## config.mk

```make
export PLATFORM = sky130hd
export DESIGN_NAME = mac_feeder
export DESIGN_NICKNAME = d
export VERILOG_FILES = /design/src/rtl/mac_pkg.sv /design/src/rtl/mac_feeder.sv
export SDC_FILE = /design/constraint.sdc
export NUM_CORES = 1
export LEC_CHECK = 0
export BUFFER_PORTS_ARGS = -buffer_cell sky130_fd_sc_hd__buf_2
export CORE_ASPECT_RATIO = 0.6
export CORE_MARGIN = 2
export CORE_UTILIZATION = 38
export DETAILED_ROUTE_END_ITERATION = 16
export PLACE_DENSITY = 0.76
export SLEW_MARGIN = 25
export SYNTH_ARGS = -nofsm -noshare
export SYNTH_HDL_FRONTEND = slang
export SYNTH_SLANG_ARGS = --single-unit
export TNS_END_PERCENT = 10
```

## constraint.sdc

```tcl
create_clock -name clk -period 1.5 [get_ports clk]
set_clock_uncertainty 0.2 [all_clocks]
set_input_delay 0.15 -clock clk [delete_from_list [all_inputs] [get_ports clk]]
set_output_delay 0.15 -clock clk [all_outputs]
set_load 0.01 [all_outputs]
```

## src/rtl/mac_pkg.sv

```systemverilog
// Shared definitions for the MAC datapath and the sequencer that feeds it.
package mac_pkg;

  // Operand/accumulator width shared by the MAC and its feeder.
  localparam int MAC_DATA_W = 32;

  // Feeder sequencing states.
  typedef enum logic [1:0] {
    CLR   = 2'd0,
    ACCUM = 2'd1,
    DRAIN = 2'd2,
    OUT   = 2'd3
  } feeder_state_t;

endpackage

```

## src/rtl/mac_feeder.sv

```systemverilog
// Stream sequencer upstream of the MAC: registers operand pairs into the MAC,
// finds the end of each dot product (in_last or MAX_LEN), presents the MAC
// accumulator on a valid/ready result stream and clears the MAC between vectors.
module mac_feeder #(
  parameter int DATA_W  = mac_pkg::MAC_DATA_W,
  parameter int MAX_LEN = 256,
  parameter int CNT_W   = $clog2(MAX_LEN + 1)
) (
  input  logic              clk,
  input  logic              reset,
  input  logic              in_valid,
  output logic              in_ready,
  input  logic [DATA_W-1:0] in_a,
  input  logic [DATA_W-1:0] in_b,
  input  logic              in_last,
  output logic              mac_clear,
  output logic              mac_enable,
  output logic [DATA_W-1:0] mac_a,
  output logic [DATA_W-1:0] mac_b,
  input  logic [DATA_W-1:0] mac_accum,
  output logic              out_valid,
  input  logic              out_ready,
  output logic [DATA_W-1:0] out_data,
  output logic [CNT_W-1:0]  out_count,
  output logic              err_overlen
);

  import mac_pkg::*;

  feeder_state_t    state;
  feeder_state_t    state_next;
  logic [CNT_W-1:0] elem_cnt;
  logic [CNT_W-1:0] cnt_inc;
  logic             accept;
  logic             at_max;
  logic             vec_end;
  logic             forced_end;
  logic             out_hs;

  // Handshake decode and end-of-vector detection.
  always_comb begin
    in_ready   = (state == ACCUM);
    accept     = in_valid && in_ready;
    cnt_inc    = elem_cnt + CNT_W'(1);
    at_max     = (cnt_inc == CNT_W'(MAX_LEN));
    vec_end    = accept && (in_last || at_max);
    forced_end = accept && at_max && !in_last;
    out_hs     = (state == OUT) && out_ready;
  end

  // Next-state logic; the MAC is cleared in CLR and on the result handshake.
  always_comb begin
    state_next = state;
    mac_clear  = 1'b0;
    out_valid  = 1'b0;
    case (state)
      CLR: begin
        mac_clear  = 1'b1;
        state_next = ACCUM;
      end
      ACCUM: begin
        if (vec_end) begin
          state_next = DRAIN;
        end else begin
          state_next = ACCUM;
        end
      end
      DRAIN: begin
        state_next = OUT;
      end
      OUT: begin
        out_valid = 1'b1;
        mac_clear = out_ready;
        if (out_ready) begin
          state_next = ACCUM;
        end else begin
          state_next = OUT;
        end
      end
      default: begin
        mac_clear  = 1'b1;
        state_next = CLR;
      end
    endcase
  end

  // Result passthrough: the MAC holds its sum while we sit in OUT.
  always_comb begin
    out_data  = mac_accum;
    out_count = elem_cnt;
  end

  // State register.
  always_ff @(posedge clk or negedge reset) begin
    if (!reset) begin
      state <= CLR;
    end else begin
      state <= state_next;
    end
  end

  // Operand pipeline: one accepted pair becomes one MAC enable cycle.
  always_ff @(posedge clk or negedge reset) begin
    if (!reset) begin
      mac_a      <= '0;
      mac_b      <= '0;
      mac_enable <= 1'b0;
    end else begin
      mac_enable <= accept;
      if (accept) begin
        mac_a <= in_a;
        mac_b <= in_b;
      end
    end
  end

  // Element counter: counts accepts, zeroed when the result is taken.
  always_ff @(posedge clk or negedge reset) begin
    if (!reset) begin
      elem_cnt <= '0;
    end else if (accept) begin
      elem_cnt <= cnt_inc;
    end else if (out_hs) begin
      elem_cnt <= '0;
    end
  end

  // Sticky flag for a vector cut short at MAX_LEN.
  always_ff @(posedge clk or negedge reset) begin
    if (!reset) begin
      err_overlen <= 1'b0;
    end else if (forced_end) begin
      err_overlen <= 1'b1;
    end
  end

endmodule

```

* Word-level counts from Yosys, hierarchy flattened
Index checks and enable logic that the tools add are counted.
** Storage, ports and cells
- Word-level logic and storage cells :: 27
- Flip-flop bits (word level) :: 77
** Operators by class
- Equality and inequality tests :: 4
- Reduce and logical (&&, ||, !) cells :: 9
- Muxes and demuxes :: 7
- Add/subtract/negate cells :: 1
** Operators by type and width (count)
- $mux 9 :: 2
- $add 9x1->9 const B :: 1
- $eq 9x9->1 const B :: 1
- $pmux 2 s4 :: 1
- $logic_and 1x1->1 :: 5
- $eq 2x2->1 const B :: 2
- $mux 2 :: 2
- $eq 2x1->1 const B :: 1
- $logic_not 2->1 :: 1
- $pmux 1 s2 :: 1
- $reduce_bool 2->1 :: 1
- $logic_not 1->1 :: 1
- $logic_or 1x1->1 :: 1
- $mux 1 :: 1

* Depth between registers and ports, before layout
- Depth in word-level cells :: 6
- Mapped depth :: 7
- Mapped depth without buffers :: 7

* Worst setup path before layout
Ideal clock, no wire load.
- Path kind :: register to register
- Start point :: register elem_cnt[0] (netlist: out_count[0])
- End point :: register state[0]
- Period minus slack after synthesis :: 1.774 ns
- Slack :: -0.274 ns
- Required time :: 1.180 ns
- Arrival time :: 1.454 ns
- Path buffers :: 1
- Stages on the path, launching flop included :: 7
- Cell sequence :: dfrtp_1 > ha_1 > and2_0 > buf_2 > nand3_2 > o31a_1 > a31o_1
** On the way
- Word-level cells in the longest chain between the ends :: 6
** RTL lines
- from (decl) :: line mac_feeder.sv:32 : logic [CNT_W-1:0] elem_cnt;
- from (signal assigned) :: line mac_feeder.sv:122 : elem_cnt <= cnt_inc;
- $add 9x1->9 :: line mac_feeder.sv:44 : cnt_inc = elem_cnt + CNT_W'(1);
- $eq 9x9->1 :: line mac_feeder.sv:45 : at_max = (cnt_inc == CNT_W'(MAX_LEN));
- $logic_or 1x1->1 :: line mac_feeder.sv:46 : vec_end = accept && (in_last || at_max);
- $logic_and 1x1->1 :: line mac_feeder.sv:46
- $mux 2 :: line mac_feeder.sv:62 : if (vec_end) begin
- $pmux 2 s4 :: line mac_feeder.sv:56 : case (state)
- net state_next[0] :: line mac_feeder.sv:31 : feeder_state_t state_next;
- to (signal assigned) :: line mac_feeder.sv:98 : state <= state_next;
- to (decl) :: line mac_feeder.sv:30 : feeder_state_t state;
The timed path passes the listed nets, and every way through them passes these cells.
A chain may end at the register's enable or synchronous reset.

* Worst setup path after layout
- Start point :: register state[1]
- End point :: output mac_clear
** On the way
- Word-level cells in the longest chain between the ends :: 2
- Elaborated cells between the ends (all ways) :: 3
** RTL lines
- $eq 2x2->1 / $logic_not 2->1 (equally long branches) :: line mac_feeder.sv:56
- $pmux 1 s2 (*) :: line mac_feeder.sv:56
- to (decl) :: line mac_feeder.sv:16 : output logic mac_clear,
Every way passes the cells marked *; elsewhere a longest branch is shown, timed or not.

==> flow_summary.json <==
{
  "start_kind": "flop",
  "clkSlewWorstSetupHoldPaths_ns": 0.06,
  "grt-ovfl-total": 0,
  "core-area_sq_um": 8520,
  "htreeDepth": 3,
  "first_pass_iters": 4,
  "post_drt_wl_per_cell_um": 12.9,
  "die_area_sq_um": 9580,
  "min_from": "in_valid",
  "placed_cells": 619,
  "path_class": "reg2out",
  "maxSlewHeadroom_pct": 71.4,
  "fillers": 683,
  "avgSynthCellArea_sq_um": 8.76,
  "insertion_delay_ns": 0.32,
  "grt_pass1_vias": 3243,
  "multi_input_area_sq_um": 1170,
  "cts_root_buf": "clkbuf_16",
  "seq_area_sq_um": 1930,
  "ios": 211,
  "design_area_sq_um": 5390,
  "cts_tree": "done",
  "hold_viol": 0,
  "num_rows": 26,
  "yosysWarnings": 0,
  "track_usage_pct": 19.6,
  "worstMarginPinSlew_ns": 0.428,
  "postPlaceCellArea_sq_um": 4180,
  "syn_area_sq_um": 3340,
  "grt_antenna_before_repair": 0,
  "dpl.hpwl_um": 5820,
  "violations": "negative setup slack",
  "r2r_end": "state[0]$_DFF_PN0_",
  "cp.arrival_ns": 1.40,
  "n_antenna_cell": 0,
  "drive_gt1_share_pct": 37.1,
  "reg2regPathDepth": 5,
  "synth_area_leader_cell": "dfrtp_1",
  "post-place-ws_ns": -0.150,
  "max_freq_mhz": 573,
  "min_path_cells": 3,
  "required_ns": 1.15,
  "powerDensity_nw_per_um2": 1870,
  "die_w_um": 125,
  "synth_nets": 487,
  "outcome": "finished, violations left",
  "drc": 0,
  "reg2reg_setup_slack_ns": -0.07,
  "start_util_pct": 39.2,
  "synth_top_area_share_pct": 57.7,
  "ant_nets": 0,
  "ys.flop_type": "dfrtp_1",
  "synthTopCellsByArea": "dfrtp_1 58%, nand2_1 22%, buf_4 7.4%",
  "rsz0062_at_grt": "yes",
  "port-buffer-count": 146,
  "fin_crit_sh_pct": 116,
  "drt_iter0_markers": 201,
  "setup_viol": 35,
  "gp_congestion": 0.791,
  "r2r-start": "out_count[1]$_DFFE_PN0P_",
  "final_nets": 695,
  "grt_pass1_wl_um": 15300,
  "cts_buffers": 9,
  "slew_violations": 0,
  "ys_types": 28,
  "synth_cells": 381,
  "cp_max_fo": 2,
  "tns_ns": -1.08,
  "crit_path_end_kind": "output pin",
  "synthArstFlopShare_pct": 100,
  "synth_edf_count": 0,
  "yosysSeqAreaShare_pct": 57.7,
  "vias": 3179,
  "max-vdd-ir-drop_v": 0.00100,
  "hp-class": "in2reg",
  "whs_endpoint": "state[0]$_DFF_PN0_",
  "p_leak_nw": 2.96,
  "finalWirelength_um": 9060,
  "grt_max_degree": 78,
  "syn_to_final_growth_pct": 61.3,
  "die_h_um": 76.6,
  "period_needed_ns": 1.75,
  "clockBufferDepth": 2,
  "post_drt_via_cell_ratio": 4.51,
  "total_power_mw": 10.1,
  "cts.sinks": 77,
  "synth-seq-cells": 77,
  "instances_no_fill": 705,
  "fin_ws_ns": -0.245,
  "maxCapViolCount": 0
}
-- sequential cells by signal (all words and copies together) (netlist names) --
name / flops
mac_a: 32
mac_b: 32
out_count: 9
state: 2
err_overlen: 1
mac_enable: 1
-- per-stage QoR --
step | hold WS [ns] | util (%)
3_3_place_gp | -0.00175 | 49.0
3_5_place_dp | 0.00476 | 49.0
4_1_cts | 0.0169 | 62.6
6_report | 0.0157 | 63.2
5_1_grt | 0.0398 | 63.2
2_1_floorplan | -0.346 | -
-- cell usage after synthesis (all sizes together), types with 2 or more instances --
library cell    n
a21oi           8
a31oi           3
and3            2
buf            41
clkbuf          8
dfrtp          77
ha              5
inv             7
nand2         196
nand3           5
nor2            4
o21ai          13
o31ai           2
-- worst max-delay path by stage --
stage | from | endpoint | depth (start not counted)
4_1_cts | state[1]$_DFF_PN0_ | mac_clear | 6
3_5_place_dp | out_count[1]$_DFFE_PN0P_ | state[0]$_DFF_PN0_ | 6
5_1_grt | state[0]$_DFF_PN0_ | mac_clear | 4
3_3_place_gp | out_count[1]$_DFFE_PN0P_ | state[0]$_DFF_PN0_ | 5
2_1_floorplan | out_count[1]$_DFFE_PN0P_ | state[0]$_DFF_PN0_ | 6
6_report | state[1]$_DFF_PN0_ | mac_clear | 6
-- per-layer routing --
layer  GRT usage [%]  vias up  wire length, um
met5               0        -                0
met4            5.22        0              138
met3            7.87       17              796
met2            32.1      146             4180
met1            24.3     1451             3950
li1                -     1565                -
-- where the power goes --
group	internal, mW	total [mW]	switching, mW
combinational	1.88	4.11	2.24
clock	1.70	2.47	0.766
sequential	2.99	3.50	0.508
-- cells in the final DEF, fill, tap and decap left out, types with 2 or more instances in the layout --
cell	instances
nand2_2	4
dfrtp_1	75
ha_4	3
dfrtp_2	2
buf_6	12
buf_4	21
nor2_1	3
a31oi_1	3
o21ai_1	9
a21oi_2	4
o21ai_0	4
inv_1	5
bufinv_16	3
clkbuf_8	2
buf_2	142
dlygate4sd3_1	66
nand3_1	3
a21oi_1	3
nand2_1	191
clkbuf_16	9
and3_1	2
buf_12	5
nand3_2	2
-- repair_timing --
item	in CTS	in global routing
endpoints found under the hold margin	144	0
setup endpoints to repair	78	81
pin swaps	5	3
hold buffers	66	0
gates resized for setup	32	17
buffers inserted	4	0
cloned	1	0
-- layout make-up --
type                            instances  area share [%]
Timing Repair Buffer                  246            32.8
Inverter                                7           0.534
Sequential cell                        77            35.8
Tap cell                              112            2.60
Clock inverter                          4            1.77
Multi-Input combinational cell        248            21.8
Clock buffer                           11            4.69
-- critical path: stages (launching register included) --
cell and delay [ns]:
dfrtp_1 0.40, buf_6 0.13, ha_4 0.15, buf_6 0.11
a21oi_2 0.10, nor2_1 0.05, buf_2 0.13
-- kinds of logic after synthesis --
group	count (synthesis)	synth area share, %
adders and majority gates	5	1.87
and+or+nand+nor	213	25.0
DFF	77	57.7
AOI/OAI and AO/OA	30	5.32
buffers and inverters	56	10.1
(Power assumes the default switching activity.)
